===== src/rtl/uart_tx.sv =====
// UART transmitter: start bit, DATA_BITS payload LSB first, optional parity, STOP_BITS stop bits.
// Define UART_TX_PARITY_EN to insert a parity bit (sense chosen by PARITY_ODD).
module uart_tx #(
  parameter int unsigned DATA_BITS    = 8,
  parameter int unsigned CLKS_PER_BIT = 4,
  parameter int unsigned STOP_BITS    = 1,
  parameter int unsigned PARITY_ODD   = 0
) (
  input  logic                 CLK,
  input  logic                 RESET,
  input  logic [DATA_BITS-1:0] data,
  input  logic                 valid,
  output logic                 ready,
  output logic                 O,
  output logic                 busy
);

  typedef enum logic [2:0] {
    StIdle,
    StStart,
    StData,
`ifdef UART_TX_PARITY_EN
    StParity,
`endif
    StStop
  } state_e;

  localparam logic [15:0] BaudLast = 16'(CLKS_PER_BIT - 1);
  localparam logic [3:0]  DataLast = 4'(DATA_BITS - 1);
  localparam logic [3:0]  StopLast = 4'(STOP_BITS - 1);

  state_e               state_q, state_d;
  logic [15:0]          baud_q, baud_d;
  logic [3:0]           bit_q, bit_d;
  logic [DATA_BITS-1:0] shift_q, shift_d;
  logic                 o_q, o_d;
  logic                 ready_q, ready_d;
  logic                 busy_q, busy_d;
`ifdef UART_TX_PARITY_EN
  logic                 par_q, par_d;
`endif

  logic accept;
  logic bit_end;

  assign accept  = valid && ready_q;
  assign bit_end = (baud_q == BaudLast);

  always_comb begin
    state_d = state_q;
    baud_d  = bit_end ? 16'd0 : baud_q + 16'd1;
    bit_d   = bit_q;
    shift_d = shift_q;
    o_d     = o_q;
`ifdef UART_TX_PARITY_EN
    par_d   = par_q;
`endif
    case (state_q)
      StIdle: begin
        baud_d = '0;
        o_d    = 1'b1;
      end
      StStart: begin
        if (bit_end) begin
          state_d = StData;
          bit_d   = '0;
          o_d     = shift_q[0];
          shift_d = shift_q >> 1;
        end
      end
      StData: begin
        if (bit_end) begin
          if (bit_q == DataLast) begin
`ifdef UART_TX_PARITY_EN
            state_d = StParity;
            o_d     = par_q;
`else
            state_d = StStop;
            o_d     = 1'b1;
`endif
            bit_d   = '0;
          end else begin
            bit_d   = bit_q + 4'd1;
            o_d     = shift_q[0];
            shift_d = shift_q >> 1;
          end
        end
      end
`ifdef UART_TX_PARITY_EN
      StParity: begin
        if (bit_end) begin
          state_d = StStop;
          o_d     = 1'b1;
        end
      end
`endif
      StStop: begin
        if (bit_end) begin
          if (bit_q == StopLast) begin
            state_d = StIdle;
            bit_d   = '0;
          end else begin
            bit_d = bit_q + 4'd1;
          end
        end
      end
      default: begin
        state_d = StIdle;
        baud_d  = '0;
        bit_d   = '0;
        o_d     = 1'b1;
      end
    endcase

    // ready_q is only high in IDLE or the last stop cycle, so this also covers STOP->START
    if (accept) begin
      state_d = StStart;
      baud_d  = '0;
      bit_d   = '0;
      shift_d = data;
      o_d     = 1'b0;
`ifdef UART_TX_PARITY_EN
      par_d   = (^data) ^ 1'(PARITY_ODD);
`endif
    end

    ready_d = (state_d == StIdle) ||
              ((state_d == StStop) && (bit_d == StopLast) && (baud_d == BaudLast));
    busy_d  = (state_d != StIdle);
  end

  always_ff @(posedge CLK or negedge RESET) begin
    if (!RESET) begin
      state_q <= StIdle;
      baud_q  <= '0;
      bit_q   <= '0;
      shift_q <= '0;
      o_q     <= 1'b1;
      ready_q <= 1'b1;
      busy_q  <= 1'b0;
`ifdef UART_TX_PARITY_EN
      par_q   <= 1'b0;
`endif
    end else begin
      state_q <= state_d;
      baud_q  <= baud_d;
      bit_q   <= bit_d;
      shift_q <= shift_d;
      o_q     <= o_d;
      ready_q <= ready_d;
      busy_q  <= busy_d;
`ifdef UART_TX_PARITY_EN
      par_q   <= par_d;
`endif
    end
  end

  assign O     = o_q;
  assign ready = ready_q;
  assign busy  = busy_q;

endmodule


===== config.mk =====
export PLATFORM = sky130hd
export DESIGN_NAME = uart_tx
export DESIGN_NICKNAME = d
export VERILOG_FILES = /design/src/rtl/uart_tx.sv
export SDC_FILE = /design/constraint.sdc
export NUM_CORES = 1
export LEC_CHECK = 0
export BUFFER_PORTS_ARGS = -buffer_cell sky130_fd_sc_hd__buf_2
export CAP_MARGIN = 30
export CORE_MARGIN = 1.5
export CORE_UTILIZATION = 60
export CTS_CLUSTER_DIAMETER = 120
export DETAILED_ROUTE_END_ITERATION = 12
export GPL_TIMING_DRIVEN = 0
export PLACE_DENSITY_LB_ADDON = 0.25
export RECOVER_POWER = 50
export SETUP_SLACK_MARGIN = 0.4
export SLEW_MARGIN = 20
export SYNTH_ARGS = -nofsm -noshare
export SYNTH_HDL_FRONTEND = slang
export SYNTH_SLANG_ARGS = --single-unit

===== constraint.sdc =====
create_clock -name CLK -period 3.4 [get_ports CLK]
set_input_delay 0.68 -clock CLK [delete_from_list [all_inputs] [get_ports CLK]]
set_output_delay 0.68 -clock CLK [all_outputs]
set_load 0.03 [all_outputs]

# [Word-level counts from Yosys, hierarchy flattened]
# Index checks and enable logic that the tools add are counted.
[word_totals] register_bits=34 in_bits=11 out_inout_bits=3 word_cells=60
[op_classes] add_sub_neg=2 eq_ne=11 n_mux=27 reduce_logical=13
[ops] operator="16-bit 2-to-1 mux" n=3
[ops] operator="16-bit by 2-bit equality test with 1-bit output (second input constant)" n=2
[ops] operator="8-bit 2-to-1 mux" n=4
[ops] operator="4-bit 2-to-1 mux" n=6
[ops] operator="3-bit 2-to-1 mux" n=6
[ops] operator="16-bit by 1-bit adder with 16-bit output (second input constant)" n=1
[ops] operator="4-bit case mux with 4 select lines" n=1
[ops] operator="8-bit case mux with 2 select lines" n=1
[ops] operator="3-bit case mux with 4 select lines" n=1
[ops] operator="3-bit by 2-bit equality test with 1-bit output (second input constant)" n=3
[ops] operator="3-bit != test (second input constant)" n=3
[ops] operator="4-bit logical NOT" n=2
[ops] operator="3-bit logical NOT" n=2
[ops] operator="3-bit nonzero test" n=2
[ops] operator="4-bit by 1-bit adder with 4-bit output (second input constant)" n=1
[ops] operator="4-bit by 3-bit equality test with 1-bit output (second input constant)" n=1
[ops] operator="1-bit 2-to-1 mux" n=4
[ops] operator="4-bit AND reduction" n=1
[ops] operator="3-bit by 1-bit equality test with 1-bit output (second input constant)" n=1
[ops] operator="1-bit logical AND" n=3
[ops] operator="1-bit case mux with 3 select lines" n=1
[ops] operator="3-bit AND reduction" n=1
[ops] operator="3-bit OR reduction" n=1
[ops] operator="2-bit != test (second input constant)" n=1
[ops] operator="1-bit logical OR" n=1

# [Logic depth before layout (Yosys ltp)]
# Gate-level depths: netlist of the first run.
[depth] depth_word=9 depth_mapped=9

# [Least setup slack after synthesis of the first run]
# Ideal clock, no wire load.
[synth_path] path_type="register to register" from="reg baud_q[0]" to="reg ready_q (netlist: ready)" arrival_ps=2009 required_ps=3322 path_slack_ps=1313 path_stages_with_launch=10 path_buffers=1 period_less_slack_ps=2087 path_cell_list="dfrtp_1 ha_1 nor4b_4 and4_1 or3_1 buf_4 nor2_1 nor3_1 nor4bb_1 a31o_1"
[synth_between] elab_cells_between_ends=22 cone_classes="add/sub: 1; eq/ne: 3; mux: 13; reduce/logical: 5"
[synth_lines] element="from (decl)" line="33" text="logic [15:0] baud_q, baud_d;"
[synth_lines] element="from (signal assigned)" line="146" text="baud_q <= baud_d;"
[synth_lines] element="16-bit by 1-bit adder with 16-bit output or 16-bit by 2-bit equality test with 1-bit output (tied branches)" line="51, 47"
[synth_lines] element="16-bit 2-to-1 mux *" line="51" text="baud_d = bit_end ? 16'd0 : baud_q + 16'd1;"
[synth_lines] element="16-bit 2-to-1 mux *" line="58" text="case (state_q)"
[synth_lines] element="16-bit 2-to-1 mux *" line="116" text="if (accept) begin"
[synth_lines] element="via baud_d[11]" line="33"
[synth_lines] element="16-bit by 2-bit equality test with 1-bit output *" line="128" text="((state_d == StStop) && (bit_d == StopLast) && (baud_d == BaudLast));"
[synth_lines] element="1-bit logical AND *" line="128"
[synth_lines] element="1-bit logical OR *" line="127" text="ready_d = (state_d == StIdle) ||"
[synth_lines] element="via ready_d" line="37" text="logic ready_q, ready_d;"
[synth_lines] element="to (signal assigned)" line="150" text="ready_q <= ready_d;"
[synth_lines] element="to (decl)" line="37"
# The timed path passes the listed nets; every way through them passes the cells marked *.
# A chain may end at the register's enable or synchronous reset.

# [Worst setup path after layout of the first run]
[layout_path] from="reg baud_q[0]" to="reg ready_q (netlist: ready)"
[layout_between] elab_chain_len=8 elab_cells_between_ends=22 cone_classes="add/sub: 1; eq/ne: 3; mux: 13; reduce/logical: 5"
[layout_rtl] element="16-bit by 2-bit equality test with 1-bit output *" line="47" text="assign bit_end = (baud_q == BaudLast);"
[layout_rtl] element="4-bit 2-to-1 mux (on tied branches)" line="98, 64, 72"
[layout_rtl] element="4-bit case mux with 4 select lines *" line="58"
[layout_rtl] element="4-bit 2-to-1 mux *" line="116"
[layout_rtl] element="via bit_d[1]" line="34" text="logic [3:0] bit_q, bit_d;"
[layout_rtl] element="4-bit logical NOT *" line="128"
[layout_rtl] element="1-bit logical AND * (2 in a row)" line="128"
[layout_rtl] element="1-bit logical OR *" line="127"
[layout_rtl] element="via ready_d" line="37"
# Marks and branches as above.

==> results of run 1 <==
==> state kept, by name, indices dropped and copies added (netlist names) <==
name     cells
baud_q      16
shift_q      8
bit_q        4
state_q      3
O            1
busy         1
ready        1
==> cells by family after synthesis <==
group,count (synthesis)
AOI/OAI and AO/OA,30
xor gates and xnor gates,16
adders and majority gates,4
buffers and inverters,15
DFF,34
muxes,7
other,1
and+or+nand+nor,84
==> final timing paths <==
| kind | from | to | cells after the start |
|---|---|---|---|
| max reg2reg | baud_q[0] | ready | 8 |
| min in group asynchronous | RESET | bit_q[3] | 1 |
| max | baud_q[0] | ready | 8 |
| min reg2reg | baud_q[0] | baud_q[0] | 1 |
| max in group asynchronous | RESET | baud_q[9] | 1 |
| min | baud_q[0] | baud_q[0] | 1 |
==> worst register-to-register path, stage by stage (launching register included) <==
cell     delay (ps)
dfrtp_1         420
ha_1            280
nor4b_4         260
and4_1          360
o21ai_0         220
a32oi_1         220
nor2_1           80
nor4b_1         340
a31o_1          200
==> metal layers <==
metal	GRT usage [%]	part of all wire [%]	up-vias
met5	0	0	-
met4	9.302	1.2	0
met3	5.934	4.8	6
met2	42.38	51	34
met1	34.79	43	727
li1	-	-	721
==> where the power goes <==
group	leakage [uW]	switching (uW)	internal, uW	total (uW)
logic	0.000351	90.5	58.3	149
registers	0.000437	23.8	450	474
clock network	0.0000554	144	230	374
==> synthesized netlist by cell type, drive strengths merged, types with 2 or more instances <==
cell     n  area share [%]
nand2b   2            0.68
inv      8             1.6
xor2     3             1.4
o21ai    4             1.1
xnor2   13             6.2
nand3b   2            0.81
nand2    8             1.6
buf      3            0.95
dfrtp   32              43
nor3     7             2.5
clkbuf   4            0.81
and3     2            0.68
ha       3             2.0
o31ai    2             1.1
nand3    9             2.7
a31oi    3             1.0
nor2    33             6.7
a22oi    2            0.81
nor4b    3             2.2
nor2b    3             1.0
nand4    4             1.7
nor4     6             2.7
dfstp    2             2.8
mux2i    7             3.8
a21oi   14             3.8
==> per-stage QoR <==
stage | util, % | setup slack (ps) | total power (uW) | cell area [um^2]
floorplan | - | 1313 | 586.1 | 1846
global placement | 68.91 | 1032 | 623.8 | 1949
detailed placement | 68.91 | 974.7 | 632.8 | 1949
CTS | 72.67 | 954.4 | 1004 | 2056
global route | 72.58 | 743.5 | 1045 | 2053
finish | 72.58 | 973.5 | 997.1 | 2053
==> cell usage in the layout, fill, tap and decap left out, types with 3 or more instances in the layout <==
cell type	n
a21oi_1	14
a31oi_1	3
buf_2	13
clkbuf_1	6
clkbuf_4	5
dfrtp_1	32
ha_1	3
inv_1	8
mux2i_1	7
nand2_1	8
nand3_1	8
nand4_1	3
nor2_1	33
nor2b_1	3
nor3_1	6
nor4_1	4
o21ai_0	4
xnor2_1	13
xor2_1	3
==> area by class of cell <==
class,count,area share [%]
tap,31,1.889
sequential,34,41.56
buffer,7,1.584
clock buffer,5,1.828
clock inverter,3,3.352
multi-input combinational,142,45.28
inverter,8,1.463
timing repair buffer,13,3.047
==> results.sh, run 1 <==
export IMPL_nNetsFinal=225
export IMPL_synth_mux_area_share_pct=3.797
export IMPL_synthFlopType="dfrtp_1"
export IMPL_max_cap_viol_count=1
export IMPL_cts_repair_resized=0
export IMPL_relSlewSlack_pct=-18.10
export IMPL_viasPerCell=6.123
export IMPL_hold_viol=0
export IMPL_final_antenna_net_count=0
export IMPL_synth_fp_nets=205
export IMPL_instances_no_fill=243
export IMPL_startpoint_type="flip-flop"
export IMPL_fill_cells=229
export IMPL_synth_edf_count=0
export IMPL_synthSimpleGateAreaFrac_pct=25.63
export IMPL_drt_pass1_iterations=4
export IMPL_cts_setup_buffers=0
export IMPL_io_buffer_count=13
export IMPL_worstSkewPairLatency_ps=340
export IMPL_routed_wl_mm=3.719
export IMPL_regToRegSetupSlack_ps=970
export IMPL_dp_cells=235
export IMPL_arrival_ps=2720
export IMPL_synth_fa_ha_area_share_pct=2.576
export IMPL_fp_row_count=19
export IMPL_fin_skew_ps=12.93
export IMPL_slowest_stage="dfrtp_1"
export IMPL_grtUsageTotal_pct=26.21
export IMPL_rsz0062_at_grt="false"
export IMPL_cp_end_kind="flip-flop"
export IMPL_dr_first_iter_drc_count=101
export IMPL_ios=14
export IMPL_cellLeakagePower_uw=0.0008428
export IMPL_clock_root_buffer="clkbuf_4"
export IMPL_overflow=0
export IMPL_criticalPathCategory="flip-flop to flip-flop"
export IMPL_cp_buffers_inverters=0
export IMPL_ys_async_sr_fraction_pct=100.0
export IMPL_num_antenna_cells=0
export IMPL_cts_buffer_depth=2
export IMPL_core_area_um2=2829
export IMPL_cts_tree="built"
export IMPL_ys_warn_count=0
export IMPL_irDropWorstVdd_v=0.0003978
export IMPL_initial_core_util_pct=65.24
export IMPL_critical_path_top_delay_family="simple AND/OR/NAND/NOR gates"
export IMPL_synth_xor_area_share_pct=7.593
export IMPL_final_seq_area_um2=853.3
export IMPL_hold_path_class="flip-flop to flip-flop"
export IMPL_drive_gt1_share_pct=15.09
export IMPL_grt_pass1_vias=1466
export IMPL_status="finished, violations left"
export IMPL_syn_avg_cell_area_um2=9.662
export IMPL_h_tree_depth=2
export IMPL_cp_max_fo=6
export IMPL_min_period_ps=2427
export IMPL_cts_buffers=5
export IMPL_gp_congestion=0.8884
export IMPL_antenna_found_initial=0
export IMPL_ys_seq_area_share_pct=46.24
export IMPL_max_stage_delay_ps=420
export IMPL_die_x_um=58.46
export IMPL_worst_pin_slew_ps=1772
export IMPL_fp_dieH_um=58.46
export IMPL_synthesis_area_um2=1846
export IMPL_synth_top_family_by_area="simple AND/OR/NAND/NOR gates"
export IMPL_slew_viol_final=35
export IMPL_grt_pass1_wl_mm=6.748
export IMPL_grt_start_max_net_pins=35
export IMPL_finalSetupViolCount=0
export IMPL_cts_hold_buf=0
export IMPL_whs_ps=518.9
export IMPL_violations="capacitance limit, slew limit"
export IMPL_multi_input_area_um2=929.6
export IMPL_synth_cells=191
export IMPL_synth_cell_types=44
export IMPL_fmax_mhz=412.1
export IMPL_cp_required_ps=3700
export IMPL_area_growth_pct=11.25
export IMPL_hpwl_mm=2.748
export IMPL_period_share_pct=71.37
export IMPL_cp_cell_sequence="ha_1 > nor4b_4 > and4_1 > o21ai_0 > a32oi_1 > nor2_1 > nor4b_1 > a31o_1"
export IMPL_drcViolationCount=0
export IMPL_powerDensity_nw_per_um2=485.6
export IMPL_synth_compound_area_share_pct=10.58
export IMPL_num_vias=1488
export IMPL_wl_per_cell_um=15.30
export IMPL_fin_tns_setup_ps=0
export IMPL_clkSlewWorstSetupHoldPaths_ps=120
export IMPL_cts_sinks=34
export IMPL_die_area_um2=3418
export IMPL_postSynthRegisterBits=34
Power figures use the tool's default switching activity.
==> run 2: changes to the inputs <==
--- a/config.mk
+++ b/config.mk
@@ -5,10 +5,11 @@
 export SDC_FILE = /design/constraint.sdc
 export NUM_CORES = 1
 export LEC_CHECK = 0
+export ABC_AREA = 1
 export BUFFER_PORTS_ARGS = -buffer_cell sky130_fd_sc_hd__buf_2
 export CAP_MARGIN = 30
 export CORE_MARGIN = 1.5
-export CORE_UTILIZATION = 60
+export CORE_UTILIZATION = 55
 export CTS_CLUSTER_DIAMETER = 120
 export DETAILED_ROUTE_END_ITERATION = 12
 export GPL_TIMING_DRIVEN = 0
==> constraint.sdc (replaced) <==
create_clock -name CLK -period 2.2 [get_ports CLK]
set_input_delay 0.44 -clock CLK [delete_from_list [all_inputs] [get_ports CLK]]
set_output_delay 0.44 -clock CLK [all_outputs]
set_load 0.03 [all_outputs]
==> results.sh, run 2 <==
export IMPL_cellLeakagePower_uw=0.001450
export IMPL_synth_cells=324
export IMPL_power_net_switching_uw=489.1
export IMPL_ys_warn_count=0
export IMPL_clkPwrFrac_pct=34.9
export IMPL_cp_required_ps=2430
export IMPL_antenna_found_initial=0
export IMPL_grtUsageTotal_pct=25.82
export IMPL_wl_per_cell_um=14.06
export IMPL_h_tree_depth=2
export IMPL_max_flop_register="baud_q"
export IMPL_synth_cell_types=37
export IMPL_dp_cells=387
export IMPL_die_area_um2=4500
export IMPL_period_share_pct=82.32
export IMPL_synth_common_cells="nand2_1, inv_1, nor2_1"
export IMPL_cp_common_cell="nand2_1"
export IMPL_final_util_pct=67.49
export IMPL_slew_viol_final=0
export IMPL_rr_startpoint="baud_q[1]"
export IMPL_ys_async_sr_fraction_pct=100.0
export IMPL_gp_congestion=0.9696
export IMPL_clkSlewWorstSetupHoldPaths_ps=80
export IMPL_synthSimpleGateAreaFrac_pct=42.38
export IMPL_fin_tns_setup_ps=0
export IMPL_fin_skew_ps=9.836
export IMPL_final_common_cell="nand2_1"
export IMPL_slowest_stage="dfrtp_1"
export IMPL_relSlewSlack_pct=46.70
export IMPL_reg_top3="baud_q (16), shift_q (8), bit_q (4)"
export IMPL_io_buffer_count=13
export IMPL_drcViolationCount=0
export IMPL_synth_top_area_cell="dfrtp_1"
export IMPL_ff2ff_path_depth=15
export IMPL_synth_top_cell_area_share_pct=35.46
export IMPL_synth_top_family_by_area="simple AND/OR/NAND/NOR gates"
export IMPL_multi_input_area_um2=1295
export IMPL_worst_pin_slew_ps=799.6
export IMPL_cp_max_fo=4
export IMPL_cts_tree="built"
export IMPL_cp_cell_sequence="ha_4 > inv_2 > nor2_2 > nand2_2 > nor2_4 > nand2_4 > nand2_4 > nand2_4 > nand2_1 > nand2_1 > nand2_1 > nand2_1 > nor2_1 > nand3_1 > nand2_1"
export IMPL_hpwl_mm=3.757
export IMPL_ys_seq_area_share_pct=37.78
export IMPL_worstSkewPairLatency_ps=290
export IMPL_synth_edf_count=0
export IMPL_clock_root_buffer="clkbuf_8"
export IMPL_max_stage_delay_ps=400
export IMPL_pwr_share_comb_pct=19.3
export IMPL_arrival_ps=2040
export IMPL_die_x_um=67.08
export IMPL_finalSetupViolCount=0
export IMPL_yosysMostFrequentCell="nand2_1"
export IMPL_internal_power_uw=1173
export IMPL_fill_cells=324
export IMPL_viasPerCell=5.473
export IMPL_routed_wl_mm=5.652
export IMPL_cts_buffer_depth=2
export IMPL_drt_pass1_iterations=4
export IMPL_num_antenna_cells=0
export IMPL_fp_dieH_um=67.08
export IMPL_hold_viol=0
export IMPL_cts_sinks=34
export IMPL_synthFlopType="dfrtp_1"
export IMPL_ios=14
export IMPL_area_growth_pct=18.67
export IMPL_final_cell_mix="nand2_1, inv_1, nor2_1, nand3_1, dfrtp_1"
export IMPL_irDropWorstVdd_v=0.0005986
export IMPL_regToRegSetupSlack_ps=390
export IMPL_synth_mux_area_share_pct=0
export IMPL_largest_reg_flops=16
export IMPL_synth_compound_area_share_pct=6.205
export IMPL_drive_gt1_share_pct=23.86
export IMPL_synth_xor_area_share_pct=1.551
export IMPL_criticalPathCategory="flip-flop to flip-flop"
export IMPL_startpoint_type="flip-flop"
export IMPL_final_seq_area_um2=862.1
export IMPL_swShare_pct=29.43
export IMPL_hold_path_class="input pin to asynchronous set/reset pin"
export IMPL_r2r_end="ready"
export IMPL_final_antenna_net_count=0
export IMPL_grt_start_max_net_pins=35
export IMPL_min_period_ps=1811
export IMPL_yosys_top_cells_area="dfrtp_1, nand2_1, inv_1"
export IMPL_synth_fa_ha_area_share_pct=1.662
export IMPL_max_cap_viol_count=0
export IMPL_postSynthRegisterBits=34
export IMPL_synthesis_area_um2=2258
export IMPL_synth_fp_nets=338
export IMPL_overflow=0
export IMPL_pwr_share_seq_pct=45.8
export IMPL_nNetsFinal=365
export IMPL_status="finished, final reports clean"
export IMPL_initial_core_util_pct=56.87
export IMPL_cp_end_kind="flip-flop"
export IMPL_grt_pass1_vias=1896
export IMPL_powerDensity_nw_per_um2=620.1
export IMPL_grt_pass1_wl_mm=8.680
export IMPL_dr_first_iter_drc_count=244
export IMPL_cts_buffers=5
export IMPL_instances_no_fill=402
export IMPL_syn_avg_cell_area_um2=6.970
export IMPL_fmax_mhz=552.2
export IMPL_num_vias=2200
export IMPL_rsz0062_at_grt="true"
export IMPL_fp_row_count=23
export IMPL_core_area_um2=3971
## run 2: cell count changes in the layout (fill, tap and decap cells not counted), sizes merged, moves of 5 or more
cell,delta
a21oi,-10
a31oi,+5
buf,+8
inv,+41
mux2i,-7
nand2,+91
nand3,+18
nand4,+15
nor2,+22
nor3,-5
nor4,-5
xnor2,-12
## run 2: cell type report
cell class,count,share of cell area (%)
Multi-Input combinational cell,234,48.32
Sequential cell,34,32.17
Inverter,51,7.236
Timing Repair Buffer,20,4.388
Clock buffer,6,2.708
Tap cell,50,2.334
Buffer,5,1.447
Clock inverter,2,1.401
## run 2: critical path, delay by kind of cell, from the launching register on
family                     cells  cell delay [ps]
and+or+nand+nor               13             1120
buffers and inverters          1               40
DFF                            1              400
adders and majority gates      1              180
## run 2: worst max-delay path by stage
stage / to / slack, ps / startpoint
final: ready / 390 / baud_q[1]
after global routing: ready / 250 / baud_q[4]
after CTS: ready / 400 / baud_q[0]
after detailed placement: ready / 220 / baud_q[0]
after global placement: ready / 260 / baud_q[0]
after floorplan: ready / 580 / baud_q[0]
## run 2: power groups by stage
stage               registers [uW]  clock network [uW]  logic, uW
floorplan                      794                   0        194
global placement               774                   0        292
detailed placement             774                   0        299
CTS                            760                 584        307
global route                   770                 617        360
finish                         761                 580        320
## run 2: metrics by stage
stage | setup slack [ps] | power, uW | area, um^2 | hold slack (ps)
after floorplan | 575.1 | 987.6 | 2258 | 144.4
after global placement | 261.0 | 1066 | 2386 | 496.5
after detailed placement | 218.2 | 1073 | 2386 | 492.9
after CTS | 403.2 | 1651 | 2551 | 267.7
after global routing | 254.0 | 1746 | 2680 | 290.8
final | 389.0 | 1662 | 2680 | 228.6
## run 2: cells by family after synthesis
kind of cell | Yosys count
simple gates | 207
buf+inv | 56
flops | 34
compound gates | 19
xor+xnor | 4
fa+ha+maj | 3
other cells | 1
## run 2: what timing repair did
item                       CTS  global route
setup endpoints to repair    4             4
pin swaps                    2            11
hold buffers                 0             0
gates resized for setup      7            33
buffers inserted             4             3
## run 2: per-layer routing
metal  vias to the layer above  track usage [%]  part of all wire, %
li1                       1081                -                    -
met1                      1044            34.68                   44
met2                        69            42.45                   48
met3                         6            4.561                  6.2
met4                         0            7.143                  1.2
met5                         -                0                    0
==> run 3: changes to the inputs <==
--- a/config.mk
+++ b/config.mk
@@ -5,11 +5,11 @@
 export SDC_FILE = /design/constraint.sdc
 export NUM_CORES = 1
 export LEC_CHECK = 0
-export ABC_AREA = 1
+export ABC_AREA = 0
 export BUFFER_PORTS_ARGS = -buffer_cell sky130_fd_sc_hd__buf_2
 export CAP_MARGIN = 30
 export CORE_MARGIN = 1.5
-export CORE_UTILIZATION = 55
+export CORE_UTILIZATION = 53
 export CTS_CLUSTER_DIAMETER = 120
 export DETAILED_ROUTE_END_ITERATION = 12
 export GPL_TIMING_DRIVEN = 0
==> constraint.sdc (replaced) <==
create_clock -name CLK -period 1.65 [get_ports CLK]
set_input_delay 0.33 -clock CLK [delete_from_list [all_inputs] [get_ports CLK]]
set_output_delay 0.33 -clock CLK [all_outputs]
set_load 0.03 [all_outputs]
==> results.sh, run 3 (same netlist as run 1, synthesis figures left out) <==
export IMPL_status="finished, violations left"
export IMPL_violations="setup timing"
export IMPL_slowest_stage="dfrtp_1"
export IMPL_max_cap_viol_count=0
export IMPL_reg_top3="baud_q (16), shift_q (8), bit_q (4)"
export IMPL_drcViolationCount=0
export IMPL_clkSlewWorstSetupHoldPaths_ps=110
export IMPL_grtUsageTotal_pct=27.15
export IMPL_r2r_end="ready"
export IMPL_nNetsFinal=249
export IMPL_fin_skew_ps=5.874
export IMPL_rr_startpoint="baud_q[8]"
export IMPL_grt_pass1_wl_mm=7.396
export IMPL_arrival_ps=2450
export IMPL_drt_pass1_iterations=5
export IMPL_period_share_pct=131.4
export IMPL_hpwl_mm=2.818
export IMPL_ff2ff_path_depth=9
export IMPL_stdcell_area_um2=2653
export IMPL_min_period_ps=2169
export IMPL_largest_reg_flops=16
export IMPL_fp_row_count=21
export IMPL_viasPerCell=6.213
export IMPL_place_area_um2=2037
export IMPL_drive_gt1_share_pct=48.31
export IMPL_rsz0062_at_grt="true"
export IMPL_cts_buffer_depth=2
export IMPL_final_cell_mix="dfrtp_1, buf_4, nor2_1, xnor2_1"
export IMPL_die_area_um2=3845
export IMPL_regToRegSetupSlack_ps=-520
export IMPL_cts_tree="built"
export IMPL_startpoint_type="flip-flop"
export IMPL_num_antenna_cells=0
export IMPL_max_flop_register="baud_q"
export IMPL_cts_hold_buf=0
export IMPL_antenna_found_initial=0
export IMPL_cp_required_ps=1940
export IMPL_cts_buffers=5
export IMPL_irDropWorstVdd_v=0.0007030
export IMPL_io_buffer_count=13
export IMPL_criticalPathCategory="flip-flop to flip-flop"
export IMPL_cellLeakagePower_uw=0.001042
export IMPL_initial_core_util_pct=55.31
export IMPL_num_vias=1752
export IMPL_final_antenna_net_count=0
export IMPL_setup_slack_ps=-518.5
export IMPL_cts_sinks=34
export IMPL_relSlewSlack_pct=42.77
export IMPL_powerDensity_nw_per_um2=800.7
export IMPL_ios=14
export IMPL_cp_end_kind="flip-flop"
export IMPL_grt_start_max_net_pins=35
export IMPL_core_area_um2=3337
export IMPL_overflow=0
export IMPL_fmax_mhz=461.1
export IMPL_worst_pin_slew_ps=858.4
export IMPL_grt_pass1_vias=1599
export IMPL_final_common_cell="dfrtp_1"
export IMPL_worstSkewPairLatency_ps=340
export IMPL_slew_viol_final=0
export IMPL_cp_max_fo=6
export IMPL_routed_wl_mm=5.420
export IMPL_dr_first_iter_drc_count=145
export IMPL_cp_common_cell="buf_4"
export IMPL_max_stage_delay_ps=510
export IMPL_dp_slack_ps=-633.9
export IMPL_finalSetupViolCount=30
export IMPL_wl_per_cell_um=19.22
export IMPL_hold_path_class="input pin to asynchronous set/reset pin"
export IMPL_area_growth_pct=43.73
export IMPL_clock_root_buffer="clkbuf_4"
export IMPL_fp_dieH_um=62.01
export IMPL_hold_viol=0
export IMPL_h_tree_depth=2
export IMPL_cp_cell_sequence="nor4_4 > buf_4 > nand4_4 > nor3b_2 > a21oi_1 > o221ai_2 > buf_4 > nor2_1 > a31o_1"
export IMPL_die_x_um=62.01
export IMPL_gp_congestion=0.9068
==> run 3: changes by cell type in the layout (fill, tap and decap cells not counted), sizes merged, moves of 12 or more <==
cell   change
nand2     -91
xnor2     +12
buf       +17
nand3     -18
nor2      -22
inv       -41
nand4     -15
==> run 3: stage by stage <==
step,util (%),setup TNS (ps),hold WS [ps],total power (uW),instances
after floorplan,-,-2399,34.41,1224,191
after global placement,61.04,-6467,434.1,1304,250
after detailed placement,61.04,-8432,442.9,1323,250
after CTS,72.33,-4978,68.93,2006,272
after global routing,79.49,-10610,130.5,2229,282
final,79.49,-8643,72.82,2124,282
==> run 3: final cells by class <==
cell class / instances / area [um^2]
tap: 46 / 57.56
clock buffer: 8 / 78.83
fill: 201 / 684.4
sequential: 34 / 859.6
timing repair buffer: 37 / 299.0
multi-input combinational: 142 / 1251
buffer: 7 / 76.32
inverter: 8 / 30.03
==> run 3: how the worst max path moves through the flow <==
stage	start	end	slack, ps
6_report	baud_q[8]	ready	-520
5_1_grt	baud_q[1]	ready	-660
4_1_cts	baud_q[1]	ready	-450
3_5_place_dp	baud_q[12]	shift_q[6]	-630
3_3_place_gp	baud_q[0]	ready	-530
2_1_floorplan	baud_q[0]	ready	-280
==> run 3: metal layers <==
layer / up-vias / track usage, % / routed length, um
met5: - / 0 / 0
met4: 0 / 13.37 / 170
met3: 20 / 6.211 / 368
met2: 89 / 44.35 / 2778
met1: 875 / 33.77 / 2102
li1: 768 / - / -
==> run 3: timing repair <==
item / in CTS / in global routing
pin swaps: 13 / 7
resized for setup: 42 / 41
setup endpoints to repair: 35 / 36
cloned: 2 / 0
buffers inserted: 12 / 10
==> run 3: power by group <==
| part | leakage, uW | internal, uW | switching, uW |
|---|---|---|---|
| logic | 0.000569 | 250 | 273 |
| clock network | 0.0000446 | 291 | 291 |
| registers | 0.000429 | 929 | 89.8 |
| total | 0.00104 | 1470 | 654 |
==> run 3: critical path: cells and delay by family, from the launching register on <==
kind / cells / cell delay, ps
AO/OA/AOI/OAI: 3 / 510
buffers and inverters: 2 / 320
flip-flops: 1 / 510
AND/OR/NAND/NOR: 4 / 770
